File: config.mk
export PLATFORM = sky130hd
export DESIGN_NAME = load_store_unit_flat
export DESIGN_NICKNAME = d
export VERILOG_FILES = /design/src/rtl/load_store_unit_if.sv /design/src/rtl/load_store_unit.sv /design/src/flat_wrapper.sv
export SDC_FILE = /design/constraint.sdc
export NUM_CORES = 1
export LEC_CHECK = 0
export CORE_ASPECT_RATIO = 0.75
export CORE_MARGIN = 2
export CORE_UTILIZATION = 45
export CTS_CLUSTER_DIAMETER = 50
export DETAILED_ROUTE_END_ITERATION = 6
export PLACE_DENSITY = 0.81
export REMOVE_ABC_BUFFERS = 1
export SETUP_SLACK_MARGIN = 0.4
export SYNTH_ARGS = -nofsm -noshare
export SYNTH_HDL_FRONTEND = slang
export SYNTH_SLANG_ARGS = --single-unit
File: constraint.sdc
create_clock -name Clk -period 2.7 [get_ports Clk]
set_input_delay 0.675 -clock Clk [delete_from_list [all_inputs] [get_ports Clk]]
set_output_delay 0.675 -clock Clk [all_outputs]
set_load 0.1 [all_outputs]
File: src/rtl/load_store_unit_if.sv
// Bundle of CPU request/response and data-memory port signals for the load/store unit.
// The slave modport is the load/store unit itself; the master modport is the
// surrounding environment (execute stage plus data memory).
interface load_store_unit_if;
    logic        Req;
    logic        IsStore;
    logic [1:0]  Size;
    logic        Signed;
    logic [31:0] ByteAddr;
    logic [31:0] StoreData;
    logic        Ready;
    logic        Done;
    logic        Fault;
    logic [31:0] LoadData;
    logic [31:0] MemAddress;
    logic [31:0] MemWriteData;
    logic        MemRead;
    logic        MemWrite;
    logic [31:0] MemReadData;

    modport slave (
        input  Req, IsStore, Size, Signed, ByteAddr, StoreData, MemReadData,
        output Ready, Done, Fault, LoadData, MemAddress, MemWriteData, MemRead, MemWrite
    );

    modport master (
        output Req, IsStore, Size, Signed, ByteAddr, StoreData, MemReadData,
        input  Ready, Done, Fault, LoadData, MemAddress, MemWriteData, MemRead, MemWrite
    );
endinterface

File: src/rtl/load_store_unit.sv
// Load/store unit: one request at a time, byte address to word index conversion,
// read-modify-write for byte/halfword stores, extraction and extension for loads.
module load_store_unit #(
    parameter int MEM_WORDS = 32
) (
    input logic               Clk,
    input logic               Reset,
    load_store_unit_if.slave  bus
);

    localparam logic [31:0] MEM_WORDS_W = 32'(MEM_WORDS);

    typedef enum logic [2:0] {
        IDLE,
        READ,
        WAIT,
        WRITE,
        DONE
    } state_t;

    state_t      state;
    state_t      state_next;

    logic        is_store_q;
    logic [1:0]  size_q;
    logic        signed_q;
    logic [1:0]  offset_q;
    logic [15:0] store_data_q;
    logic        fault_q;
    logic [31:0] load_data_q;
    logic [31:0] mem_address_q;
    logic [31:0] mem_write_data_q;

    logic        req_fault;
    logic        accept;
    logic        word_store;
    logic [7:0]  rd_byte;
    logic [15:0] rd_half;
    logic [31:0] load_ext;
    logic [31:0] merged;

    assign accept     = (state == IDLE) && bus.Req;
    assign word_store = bus.IsStore && (bus.Size == 2'b10);

    // Classify the incoming request: illegal size, misalignment or out-of-range word.
    always_comb begin
        // NOTE: every variable assigned in always_comb gets a value first, so no path can infer a latch.
        req_fault = 1'b0;
        case (bus.Size)
            2'b01:   req_fault = bus.ByteAddr[0];
            2'b10:   req_fault = |bus.ByteAddr[1:0];
            2'b11:   req_fault = 1'b1;
            default: req_fault = 1'b0;
        endcase
        if ({2'b00, bus.ByteAddr[31:2]} >= MEM_WORDS_W) begin
            req_fault = 1'b1;
        end
    end

    // State register.
    always_ff @(posedge Clk) begin
        if (Reset) begin
            state <= IDLE;
        end else begin
            state <= state_next;
        end
    end

    // Next-state and Moore outputs; enables are decoded straight from the state.
    always_comb begin
        state_next   = state;
        bus.Ready    = 1'b0;
        bus.Done     = 1'b0;
        bus.Fault    = 1'b0;
        bus.MemRead  = 1'b0;
        bus.MemWrite = 1'b0;
        case (state)
            IDLE: begin
                bus.Ready = 1'b1;
                if (bus.Req) begin
                    if (req_fault) begin
                        state_next = DONE;
                    end else if (word_store) begin
                        state_next = WRITE;
                    end else begin
                        state_next = READ;
                    end
                end
            end
            READ: begin
                bus.MemRead = 1'b1;
                state_next  = WAIT;
            end
            WAIT: begin
                state_next = is_store_q ? WRITE : DONE;
            end
            WRITE: begin
                bus.MemWrite = 1'b1;
                state_next   = DONE;
            end
            DONE: begin
                bus.Done   = 1'b1;
                bus.Fault  = fault_q;
                state_next = IDLE;
            end
            default: state_next = IDLE;
        endcase
    end

    // Lane extraction with extension for loads, and lane merge for partial stores.
    always_comb begin
        case (offset_q)
            2'd0:    rd_byte = bus.MemReadData[7:0];
            2'd1:    rd_byte = bus.MemReadData[15:8];
            2'd2:    rd_byte = bus.MemReadData[23:16];
            default: rd_byte = bus.MemReadData[31:24];
        endcase
        rd_half = offset_q[1] ? bus.MemReadData[31:16] : bus.MemReadData[15:0];

        case (size_q)
            2'b00:   load_ext = {{24{signed_q & rd_byte[7]}}, rd_byte};
            2'b01:   load_ext = {{16{signed_q & rd_half[15]}}, rd_half};
            default: load_ext = bus.MemReadData;
        endcase

        merged = bus.MemReadData;
        if (size_q == 2'b00) begin
            case (offset_q)
                2'd0:    merged[7:0]   = store_data_q[7:0];
                2'd1:    merged[15:8]  = store_data_q[7:0];
                2'd2:    merged[23:16] = store_data_q[7:0];
                default: merged[31:24] = store_data_q[7:0];
            endcase
        end else if (offset_q[1]) begin
            merged[31:16] = store_data_q;
        end else begin
            merged[15:0] = store_data_q;
        end
    end

    // Request capture on accept, and result/merged-word capture while read data is valid.
    always_ff @(posedge Clk) begin
        if (Reset) begin
            is_store_q       <= 1'b0;
            size_q           <= 2'b00;
            signed_q         <= 1'b0;
            offset_q         <= 2'b00;
            store_data_q     <= 16'h0000;
            fault_q          <= 1'b0;
            load_data_q      <= 32'h0000_0000;
            mem_address_q    <= 32'h0000_0000;
            mem_write_data_q <= 32'h0000_0000;
        end else begin
            // NOTE: sequential state uses non-blocking assignments so every register samples pre-edge values.
            if (accept) begin
                is_store_q    <= bus.IsStore;
                size_q        <= bus.Size;
                signed_q      <= bus.Signed;
                offset_q      <= bus.ByteAddr[1:0];
                store_data_q  <= bus.StoreData[15:0];
                fault_q       <= req_fault;
                mem_address_q <= {2'b00, bus.ByteAddr[31:2]};
                if (!req_fault && word_store) begin
                    mem_write_data_q <= bus.StoreData;
                end
            end
            if (state == WAIT) begin
                if (is_store_q) begin
                    mem_write_data_q <= merged;
                end else begin
                    load_data_q <= load_ext;
                end
            end
        end
    end

    assign bus.LoadData     = load_data_q;
    assign bus.MemAddress   = mem_address_q;
    assign bus.MemWriteData = mem_write_data_q;

endmodule
File: src/flat_wrapper.sv
// flat-port wrapper written by rule: the top's interface ports become plain ports
module load_store_unit_flat 
#(
    parameter int MEM_WORDS = 32
)
  (Clk, Reset, bus_Req, bus_IsStore, bus_Size, bus_Signed, bus_ByteAddr, bus_StoreData, bus_MemReadData, bus_Ready, bus_Done, bus_Fault, bus_LoadData, bus_MemAddress, bus_MemWriteData, bus_MemRead, bus_MemWrite);
  load_store_unit_if bus_i ();
  input logic Clk;
  input logic Reset;
  input wire logic [$bits(bus_i.Req)-1:0] bus_Req;
  input wire logic [$bits(bus_i.IsStore)-1:0] bus_IsStore;
  input wire logic [$bits(bus_i.Size)-1:0] bus_Size;
  input wire logic [$bits(bus_i.Signed)-1:0] bus_Signed;
  input wire logic [$bits(bus_i.ByteAddr)-1:0] bus_ByteAddr;
  input wire logic [$bits(bus_i.StoreData)-1:0] bus_StoreData;
  input wire logic [$bits(bus_i.MemReadData)-1:0] bus_MemReadData;
  output wire logic [$bits(bus_i.Ready)-1:0] bus_Ready;
  output wire logic [$bits(bus_i.Done)-1:0] bus_Done;
  output wire logic [$bits(bus_i.Fault)-1:0] bus_Fault;
  output wire logic [$bits(bus_i.LoadData)-1:0] bus_LoadData;
  output wire logic [$bits(bus_i.MemAddress)-1:0] bus_MemAddress;
  output wire logic [$bits(bus_i.MemWriteData)-1:0] bus_MemWriteData;
  output wire logic [$bits(bus_i.MemRead)-1:0] bus_MemRead;
  output wire logic [$bits(bus_i.MemWrite)-1:0] bus_MemWrite;
  assign bus_i.Req = bus_Req;
  assign bus_i.IsStore = bus_IsStore;
  assign bus_i.Size = bus_Size;
  assign bus_i.Signed = bus_Signed;
  assign bus_i.ByteAddr = bus_ByteAddr;
  assign bus_i.StoreData = bus_StoreData;
  assign bus_i.MemReadData = bus_MemReadData;
  assign bus_Ready = bus_i.Ready;
  assign bus_Done = bus_i.Done;
  assign bus_Fault = bus_i.Fault;
  assign bus_LoadData = bus_i.LoadData;
  assign bus_MemAddress = bus_i.MemAddress;
  assign bus_MemWriteData = bus_i.MemWriteData;
  assign bus_MemRead = bus_i.MemRead;
  assign bus_MemWrite = bus_i.MemWrite;
  load_store_unit #(.MEM_WORDS(MEM_WORDS)) u_core (.Clk(Clk), .Reset(Reset), .bus(bus_i));
endmodule
Word-level counts from Yosys, hierarchy flattened
Index checks and enable logic that the tools add are counted.

storage, ports and cells
  input port bits = 103
  output and inout port bits = 101
  logic and storage cells = 61
  bits in registers = 120

cells by class
  equal/unequal tests = 11
  reduce and logical (&&, ||, !) cells = 10
  bitwise gates (word level) = 3
  magnitude comparators = 1
  mux-type cells = 26

operator list
  kind                                                                 count
  two-way mux 32 bit                                                   5
  one-hot mux 32 bit (2 select lines)                                  1
  two-way mux 16 bit                                                   3
  two-way mux 8 bit                                                    4
  greater-or-equal comparator 30 x 6 -> 1 bit (second input constant)  1
  one-hot mux 8 bit (3 select lines)                                   1
  one-hot mux 3 bit (4 select lines)                                   1
  two-way mux 3 bit                                                    3
  == test 2 x 1 -> 1 bit (second input constant)                       3
  == test 2 bit (second input constant)                                3
  == test 3 x 2 -> 1 bit (second input constant)                       2
  two-way mux 1 bit                                                    6
  zero test 2 bit                                                      2
  == test 3 x 1 -> 1 bit (second input constant)                       1
  == test 3 bit (second input constant)                                1
  logical AND 1 bit                                                    3
  zero test 3 bit                                                      1
  one-hot mux 1 bit (3 select lines)                                   1
  OR reduction 3 bit                                                   1
  AND 1 bit                                                            2
  two-way mux 2 bit                                                    1
  inequality test 2 bit (second input constant)                        1
  AND reduction 2 bit                                                  1
  OR reduction 2 bit                                                   1
  2 further kinds                                                      2

Longest topological paths before layout
  depth after elaboration = 9
  depth in mapped cells = 8
  depth with buffers taken out = 5

Least setup slack after synthesis
Ideal clock, no wire load.

  path type = register -> output
  start = register u_core.state[1]
  end = output port bus_Fault
  data required time = 2.025 ns
  arrival time = 3.680 ns
  buffers on the path = 1
  stages on the path, launching flop included = 4
  setup slack = -1.655 ns
  cell sequence = dfxtp_1 -> clkbuf_1 -> nor3b_1 -> and2_1

on the way
  longest elaborated chain between the ends = 2

ends and longest elaborated chain
  what                    RTL line               RTL
  start, declared         load_store_unit.sv:21  state_t state;
  start signal, assigned  load_store_unit.sv:65  state <= state_next;
  == test 3 bit           load_store_unit.sv:77  case (state)
  two-way mux 1 bit       load_store_unit.sv:77
  end, declared           flat_wrapper.sv:19     output wire logic [$bits(bus_i.Fault)-1:0] bus_Fault;

Every way passes these cells.

Worst setup path in the final report
  start = register u_core.state[2]
  end = output port bus_Fault

Same word-level chain as after synthesis.

==> summary.txt <==
Placed design
  • GP Congestion: 0.8792
  • Placement Cell Area: 7560 µm²
  • PortBufs: 201
  • HPWL after DPL: 13.20 mm

Timing
  • Max-slew violation count: 0
  • Slew at the pin closest to its max-slew limit: 0.6839 ns
  • Worst Skew: roughly 0.0073 ns
  • RSZ-0062 raised after global routing: yes
  • Slew Limit Headroom: 54.31%
  • Setup TNS: 0 ns
  • Final Hold Fails: 0
  • Max Clk Rate: 437.3 MHz
  • Fin crit period: between 2 and 2.5 ns
  • Final setup fails: 0
  • Final Cycle Share: 84.70%

Setup path
  • Critical path arrival: 1.61 ns
  • Crit-path max cell delay: 0.44 ns
  • CP Capture Type: output pin
  • CP required: between 2 and 2.5 ns
  • Worst path bufs/invs: 1
  • CP max FO: 8
  • CP delay by family, top: simple AND/OR/NAND/NOR gates
  • Cell count of the worst reg-to-reg path: 4
  • Sequence of cells on the critical path: nor3b_2 -> and2_1 -> buf_12
  • Crit. path cell count: 3
  • Worst setup path class: reg2out
  • Critical path launch point type: flip-flop
  • Slowest stage cell, crit path: dfxtp_2

Clocking
  • Clock Sinks: 120
  • Hold Buf Count CTS: 0
  • Clock root buffer: clkbuf_16
  • Max Buffers Root-to-Sink: 2
  • Clock Latency Late Sink: 0.41 ns
  • CTS Buf Count: 17
  • H-tree level count: 4
  • TritonCTS clock tree: done
  • Clk slew on worst S/H paths: approximately 0.06 ns

Route
  • Via count: slightly above 6,000
  • Total Wirelength: 19.75 mm
  • Max layer used: met4
  • Met1 wire length: 8.418 mm
  • DRC: 0
  • Post-DRT Antenna Nets: 0
  • Starting DRT DRC Count: 681
  • Post-DR wirelength/cell: 18.67 µm
  • Vias/cell: 5.740
  • Met2 WL: 8.912 mm
  • DR pass1 iterations: 5
  • Met3 wire len: 2.058 mm

Cells and area
  • Layout cells sized above 1: a little over a fifth
  • Area grow syn2layout: 50.39%
  • Ant diodes: 0
  • Finished Cell Area: around 8400 µm²
  • Final nets: 982

GRT
  • Vias in the first global route: 5,640
  • GRT Overall Usage: 28.07%
  • First-pass GRT wire length: ~30 mm
  • Global route total overflow: 0
  • Initial antenna violation count: 0
  • Pin count of the biggest net entering global routing: 57

Synth
  • Seq/Total Area, Yosys: 43.14%
  • Count of cell types in the netlist: 50
  • Fraction of registers with async set/reset: 0%
  • Synth Instances: between 600 and 700
  • Main synth FF type: dfxtp_1
  • Synth top area cells: dfxtp_1, nand2_1, a211oi_1
  • Post-synth top area share: 43.14%
  • FF+latch count, synth: 120
  • Post-synthesis cell area: 5569 µm²
  • Synth area leader: dfxtp_1
  • Synth Warn #: 0
  • Mean area per synthesized cell: 8.059 µm²
  • Post-synth EDFFs: 0

Worst hold path
  • Hold depth: 2
  • Hold crit path type: reg2reg

Power
  • PwrDens: between 500 and 600 nW/µm²
  • P_leak: 3.325 nW
  • Max VDD drop: 0.4255 mV

Die
  • Row count: 35
  • Die X-Extent: 132.5 µm
  • DIE AREA: 13,290 µm²
  • # IOs: 204
  • Initial Utilization: 45.75%
  • Die H: 100.3 µm
  • Core Area: ~12,000 µm²

Outcome
  • Status: finished clean

Run
  • Max-Cap Viols: 0
## registers in the layout, indices dropped and copies added (netlist names)
| signal | flops |
|---|---|
| u_core.bus.LoadData | 32 |
| u_core.bus.MemWriteData | 32 |
| u_core.bus.MemAddress | 30 |
| u_core.store_data_q | 16 |
| u_core.state | 3 |
| u_core.offset_q | 2 |
| u_core.size_q | 2 |
| u_core.fault_q | 1 |
| u_core.is_store_q | 1 |
| u_core.signed_q | 1 |
## cell families (layout without fill, tap and decap cells)
| family | Yosys count | after routing | share of synthesized area (%) |
|---|---|---|---|
| flops | 120 | 120 | 43.14 |
| mux | 34 | 34 | 6.358 |
| compound gates | 206 | 206 | 24.44 |
| simple gates | 263 | 263 | 20.69 |
| other cells | 1 | 2 | 0.06734 |
| buf+inv | 67 | 267 | 5.302 |
## cells in the mapped netlist (2+ instances only)
| cell | n |
|---|---|
| a221oi_1 | 10 |
| o22ai_1 | 3 |
| nor2b_1 | 10 |
| clkbuf_1 | 46 |
| nand3_1 | 9 |
| buf_2 | 2 |
| a31oi_1 | 3 |
| o22a_1 | 2 |
| mux2i_1 | 32 |
| nor4_1 | 4 |
| a211oi_1 | 76 |
| buf_1 | 2 |
| and3_1 | 10 |
| nand2_1 | 157 |
| nor3b_1 | 2 |
| inv_1 | 9 |
| a21oi_1 | 76 |
| nor2_1 | 48 |
| nor3_1 | 10 |
| o21bai_1 | 6 |
| a21o_1 | 2 |
| nand2b_1 | 2 |
| buf_6 | 4 |
| o221ai_1 | 2 |
| a22oi_1 | 8 |
| nor4b_2 | 2 |
| and3b_1 | 2 |
| o21ai_0 | 8 |
| dfxtp_1 | 120 |
| o21a_1 | 2 |
| buf_4 | 3 |
## power breakdown
part	leakage, nW	internal, mW	switching [mW]	total (mW)
clock	0.278	1.43	0.838	2.27
sequential	0.976	1.83	0.0484	1.87
combinational	2.07	0.298	0.566	0.864
total	3.33	3.55	1.45	5.00
## repair_timing
item                                    4_1_cts  5_1_grt
gates resized for setup                       4       35
endpoints found under the setup margin       35       35
pin swaps                                     1       12
cloned                                        1        2
setup buffers                                 1        0
## per-stage QoR
stage	std cells	util, %	setup slack [ns]	hold slack (ns)	power (mW)
CTS	1056	67.36	0.2793	0.4574	4.993
finish	1058	68.80	0.4130	0.4547	5.004
floorplan	635	-	-2.511	0.4304	2.365
global route	1058	68.80	0.3592	0.4739	5.144
detailed placement	1022	62.10	-0.1934	0.4466	2.748
global placement	1022	62.10	-0.1294	0.4436	2.733
## cell usage in the layout, fill, tap and decap left out, types with 6 or more instances in the layout
master / count
nor2b_1: 10
clkinvlp_4: 6
nor3_1: 9
dlymetal6s2s_1: 15
o21bai_1: 6
clkbuf_16: 19
clkdlybuf4s50_1: 86
nand2_1: 156
a211oi_1: 75
nor2_1: 48
buf_4: 112
o21ai_0: 7
a22oi_1: 8
a221oi_1: 10
a21oi_1: 76
dfxtp_1: 118
and3_1: 10
inv_1: 9
nand3_1: 7
mux2i_1: 26
buf_12: 8
## tightest hold or removal path, stage by stage (launching register included)
cell and delay (ns):
dfxtp_1 0.31, nand2_1 0.05, a21oi_1 0.05
## layer usage
metal | vias to the layer above | GRT usage, %
met4 | 0 | 9.512
met2 | 348 | 44.12
li1 | 2841 | -
met3 | 43 | 7.222
met5 | - | 0
met1 | 2841 | 37.80
## final cells by class
class	instances	area [µm²]
inverters	10	41.29
flip-flops and latches	120	2405
repair buffers	225	2138
well taps	166	207.7
clock inverters	11	121.4
clock buffers	21	470.5
multi-input cells	505	2992
fillers	937	3799
## path summary, 6_finish.rpt
kind                            slack [ns]                     endpoint                       from
worst max register to register        0.57  u_core.bus.MemWriteData[10]         u_core.offset_q[1]
worst max-delay path                  0.41                    bus_Fault            u_core.state[2]
worst min-delay path                  0.45    u_core.bus.MemAddress[17]  u_core.bus.MemAddress[17]
worst min register to register        0.45    u_core.bus.MemAddress[17]  u_core.bus.MemAddress[17]
Power figures use the tool's default switching activity.
